--- src/rtl/data_stream_hs_pkg.sv ---
// ============================================================================
//  Module      : data_stream_hs_pkg
//  Description : Shared constants and strobe popcount helper for the stream sink.
//  Revision    : 1.0 - initial release
// ============================================================================
`default_nettype none

package data_stream_hs_pkg;

    localparam int CNT_WIDTH = 32;
    // Widest strobe vector supported by the popcount helper (DATA_WIDTH <= 512).
    localparam int STRB_MAX  = 64;

    function automatic logic [CNT_WIDTH-1:0] strb_popcount(input logic [STRB_MAX-1:0] strb);
        logic [CNT_WIDTH-1:0] cnt;
        cnt = '0;
        for (int i = 0; i < STRB_MAX; i++) begin
            cnt = cnt + CNT_WIDTH'(strb[i]);
        end
        return cnt;
    endfunction

endpackage

`default_nettype wire

--- src/rtl/data_stream_hs_sink.sv ---
// ============================================================================
//  Module      : data_stream_hs_sink
//  Description : Valid/ready stream sink feeding a FWFT buffer with byte counter.
//  Revision    : 1.0 - initial release
// ============================================================================
`default_nettype none

module data_stream_hs_sink
    import data_stream_hs_pkg::*;
#(
    parameter int DATA_WIDTH = 32,
    parameter int DEPTH      = 16,
    localparam int STRB_WIDTH = DATA_WIDTH / 8,
    localparam int LVL_WIDTH  = $clog2(DEPTH) + 1
) (
    input  logic                  clk,
    input  logic                  rst_n,
    input  logic [DATA_WIDTH-1:0] s_data,
    input  logic [STRB_WIDTH-1:0] s_strb,
    input  logic                  s_valid,
    output logic                  s_ready,
    input  logic                  rd_en,
    output logic [DATA_WIDTH-1:0] rd_data,
    output logic [STRB_WIDTH-1:0] rd_strb,
    output logic                  rd_valid,
    output logic [LVL_WIDTH-1:0]  level,
    output logic [CNT_WIDTH-1:0]  byte_cnt,
    input  logic                  clr_cnt
);

    localparam int AW = $clog2(DEPTH);
    localparam logic [LVL_WIDTH-1:0] FULL_LVL = LVL_WIDTH'(DEPTH);

    logic [DATA_WIDTH-1:0] data_mem [DEPTH];
    logic [STRB_WIDTH-1:0] strb_mem [DEPTH];

    logic [AW-1:0]        wr_ptr;
    logic [AW-1:0]        rd_ptr;
    logic                 push;
    logic                 pop;
    logic [LVL_WIDTH-1:0] level_nxt;
    logic [STRB_MAX-1:0]  strb_ext;
    logic [CNT_WIDTH-1:0] beat_bytes;
    logic [CNT_WIDTH:0]   cnt_sum;
    logic [CNT_WIDTH-1:0] cnt_nxt;

    assign push     = s_valid && s_ready;
    assign pop      = rd_en && rd_valid;
    assign rd_valid = (level != '0);
    assign rd_data  = data_mem[rd_ptr];
    assign rd_strb  = strb_mem[rd_ptr];

    assign level_nxt  = level + LVL_WIDTH'(push) - LVL_WIDTH'(pop);
    assign strb_ext   = STRB_MAX'(s_strb);
    assign beat_bytes = strb_popcount(strb_ext);
    assign cnt_sum    = {1'b0, byte_cnt} + {1'b0, beat_bytes};

    always_comb begin
        cnt_nxt = byte_cnt;
        if (clr_cnt) begin
            cnt_nxt = push ? beat_bytes : '0;
        end else if (push) begin
            // Saturate rather than wrap on carry out.
            cnt_nxt = cnt_sum[CNT_WIDTH] ? '1 : cnt_sum[CNT_WIDTH-1:0];
        end
    end

    // Ready is registered from the next level, so a pop never frees a slot in
    // the same cycle it happens.
    always_ff @(posedge clk or negedge rst_n) begin
        if (!rst_n) begin
            wr_ptr   <= '0;
            rd_ptr   <= '0;
            level    <= '0;
            s_ready  <= 1'b0;
            byte_cnt <= '0;
        end else begin
            if (push) begin
                wr_ptr <= wr_ptr + 1'b1;
            end
            if (pop) begin
                rd_ptr <= rd_ptr + 1'b1;
            end
            level    <= level_nxt;
            s_ready  <= (level_nxt != FULL_LVL);
            byte_cnt <= cnt_nxt;
        end
    end

    always_ff @(posedge clk) begin
        if (push) begin
            data_mem[wr_ptr] <= s_data;
            strb_mem[wr_ptr] <= s_strb;
        end
    end

endmodule

`default_nettype wire

--- config.mk ---
export PLATFORM = sky130hd
export DESIGN_NAME = data_stream_hs_sink
export DESIGN_NICKNAME = d
export VERILOG_FILES = /design/src/rtl/data_stream_hs_pkg.sv /design/src/rtl/data_stream_hs_sink.sv
export SDC_FILE = /design/constraint.sdc
export NUM_CORES = 1
export LEC_CHECK = 0
export CORE_MARGIN = 2
export CORE_UTILIZATION = 30
export DETAILED_ROUTE_END_ITERATION = 7
export PLACE_DENSITY = 0.51
export SLEW_MARGIN = 20
export SYNTH_ARGS = -nofsm -noshare
export SYNTH_HDL_FRONTEND = slang
export SYNTH_SLANG_ARGS = --single-unit
--- constraint.sdc ---
create_clock -name clk -period 4.84 [get_ports clk]
set_clock_uncertainty 0.2 [all_clocks]
set_input_delay 0.484 -clock clk [delete_from_list [all_inputs] [get_ports clk]]
set_output_delay 0.484 -clock clk [all_outputs]
set_load 0.01 [all_outputs]
==> impl_results.md <==
- Vias in the first global route: 12373
- Crit path required time: 4.16 ns
- Commonest cells in the netlist: edfxtp_1 (576), mux4_2 (180), dfrtp_1 (46)
- Count of cell types in the netlist: 54
- IO buf count: 115
- Relative contribution of the clock network to total power: 0.297
- Combinational Power Share: 0.286
- Count of pins over their slew limit: 0
- Clock latency of the later-clocked register in the worst-skew pair: 0.58 ns
- Global-route wire length before repair: 84000 microns
- Drt pass-1 iters: 5
- Sum Neg Setup Slack: 0 ns
- Pin count of the biggest net entering global routing: 47
- Number of maximum-capacitance constraint violations: 0
- Worst hold margin: 0.326 ns
- Number of nets in the layout: 1332
- DRC violation total after the first TritonRoute iteration: 993
- Predominant post-synthesis flop cell: edfxtp_1
- Footprint of the multi-input gates: 5690 sq um
- Most frequent cell after synthesis: edfxtp_1
- Total number of vias: 11654
- Post-synthesis area per instance: 22.2 sq um
- Arrival @ worst endpoint: 3.45 ns
- Aggregate routed wire length: 56600 microns
- Net switching power figure: 4.80 mW
- Actual slew at the worst max-slew pin: 1.06 ns
- Total of flip-flops plus latches after synthesis: 622
- Count of final setup violators: 0
- Total die area: 83300 sq um
- Max rail drop VDD: 0.401 mV
- CP Capture Type: output pin
- Horizontal die dimension: 289 microns
- Cells taking the most area after synthesis: edfxtp_1 (71%), mux4_2 (17%), dfrtp_1 (4.7%), ha_1 (0.82%), clkbuf_1 (0.56%)
- Number of antenna violations at the first check in global routing: 0
- Wire length per cell after detailed routing: 23.7 microns
- Synth Cell Area: 24300 sq um
- Filler instances: 7368
- Yosys warns: 0
- Core Footprint: 80400 sq um
- Fraction of registers with async set or reset after synthesis: 0.0740
- Critical path fanouts, max: 30
- Highest metal layer with signal wires: met4
- Kind of path behind the tightest hold check: in2async
- Via-to-Cell Ratio: 4.89
- Post-Synthesis Net Count: 1156
- Diode count: 0
- Final weighted congestion in routability-driven placement: 0.740
- Wire length on met2: 27800 microns
- Share of the yosys chip area belonging to registers: 0.759
- Remaining global-route overflow: 0
- Power density over cell area: 575 nW/um^2
- Result of the run: finished clean
- Area share of the largest cell type after synthesis: 0.712
- FF+latch area: 18500 sq um
- Count of placed standard cells including taps: 2260
- Yosys top cell by area: edfxtp_1
- Sequential cell fraction of total power: 0.416
- Design internal power: 12.1 mW
- Area growth from synthesis to layout: 20.9%
- Share of layout cells above drive strength 1: 0.259
- Global routing usage summed across all routing layers: 0.139
- Switching Fraction: 0.284
- Sum of met3 wire segment lengths after detailed routing: 2510 microns
- TritonCTS clock tree: yes
- Number of buffers between clock root and the deepest sink: 3
- Unrepaired setup endpoints after global routing: false
- Overall power of the completed layout: 16.9 mW
- Number of standard cells in the layout, taps in and fillers out: 2383
- CTS Sinks: 622
- Antenna Nets Post-Route: 0
- CTS Buf Count: 69
- Min Clock Period, post-route: 4.13 ns
- Timing-limited maximum frequency: 242 MHz
- Number of standard-cell rows in the floorplan: 104
- Clk Tree Root Cell: clkbuf_16
- Critical setup path kind: reg2out
- Worst max-slew margin expressed relative to the limit: 0.293
- Met1 layer wirelength in the final routing: 25200 microns
- Count of flip-flops with a built-in enable after synthesis: 576
- H-tree depth: 3
- Nature of the critical path startpoint: register
- Post-detailed-route DRC marker count: 0
- Vert. Die Dim: 289 microns
- Final hold violation count: 0
- Gate Count Post-Synth: 1096
- Part of the cycle the worst path needs: 0.854
- Clock-pin slew of the registers on the worst-case setup and hold paths: 0.06 ns
- DP HPWL: 31200 microns
- LEAKAGE: 9.33 nW
- Setup repair bufs after CTS: 0
- Top-Level Pins: 116
- Initial core utilization: 0.302
==> final cells by class <==
class	instances	share of cell area
clock buffers	96	0.0647
clock inverters	26	0.00873
inverters	15	0.00192
multi-input cells	404	0.194
flip-flops and latches	622	0.628
well taps	1060	0.0451
repair buffers	160	0.0578
==> what timing repair did <==
action	4_1_cts	5_1_grt
gates resized for setup	0	0
hold buffers	1	0
hold endpoints to repair	46	0
==> power by group through the flow <==
stage / sequential [mW] / clock, mW / combinational, mW
floorplan: 6.74 / 0 / 3.16
global placement: 7.15 / 0 / 4.98
detailed placement: 7.18 / 0 / 4.99
CTS: 7.07 / 5.17 / 5.01
global route: 7.12 / 5.37 / 5.23
finish: 7.04 / 5.02 / 4.84
==> registers in the layout (all words and copies together), names as in the netlist <==
name / flops
s_ready: 1
wr_ptr: 4
strb_mem: 64
data_mem: 512
level: 5
byte_cnt: 32
rd_ptr: 4
==> worst paths after layout <==
check / startpoint / to / slack (ns) / cells past startpoint
min reg2reg: byte_cnt[8] / byte_cnt[8] / 0.39 / 1
max in group asynchronous: rst_n / rd_ptr[2] / 3.61 / 3
max: rd_ptr[0] / rd_strb[3] / 0.71 / 4
max reg2reg: level[2] / s_ready / 1.87 / 14
min: rst_n / level[3] / 0.33 / 3
min in group clk: byte_cnt[8] / byte_cnt[8] / 0.39 / 1
==> layout by cell type, fill, tap and decap left out, types with 4 or more instances in the layout <==
cell type,count
bufinv_16,4
nor2_4,12
nor3_1,16
buf_4,27
inv_1,15
mux4_2,180
dfrtp_1,42
nand3_1,12
mux2i_1,5
clkbuf_1,23
o21bai_1,7
a31oi_1,15
clkdlybuf4s50_1,114
a21oi_1,10
o21ai_0,8
xnor2_1,7
nand2_1,16
clkbuf_16,72
nand4_1,7
nor3_2,4
and3_1,7
ha_1,16
clkinv_2,7
buf_12,17
nor4_1,8
edfxtp_1,576
nor2_1,22
and4_1,6
clkinv_1,11
==> worst max-delay path, stage by stage, from the launching register on <==
cell and delay, ns:
dfrtp_4 0.89, buf_12 0.33, mux4_2 0.53, mux4_2 0.56, clkdlybuf4s50_1 0.53
==> metrics by stage <==
stage                util  setup slack, ns  cell area, sq um
CTS                 0.365            0.574             29400
finish              0.365            0.708             29400
global placement    0.339            0.569             27200
global route        0.365            0.510             29400
floorplan               -            0.325             24300
detailed placement  0.339            0.478             27200
==> per-layer routing <==
metal	track usage	vias to the layer above
met5	0	-
met4	0.0399	0
met3	0.0251	71
met2	0.228	272
met1	0.189	6305
li1	-	5006
==> kinds of logic (layout without fill, tap and decap cells) <==
group | after synthesis | after routing | synth area share
AOI/OAI and AO/OA | 59 | 59 | 0.0168
xor gates and xnor gates | 10 | 10 | 0.00360
adders and majority gates | 19 | 19 | 0.0107
muxes | 186 | 186 | 0.169
and+or+nand+nor | 130 | 130 | 0.0291
DFF | 622 | 622 | 0.759
buffers and inverters | 70 | 297 | 0.0113
No activity file was read; power rests on OpenSTA's default activity.
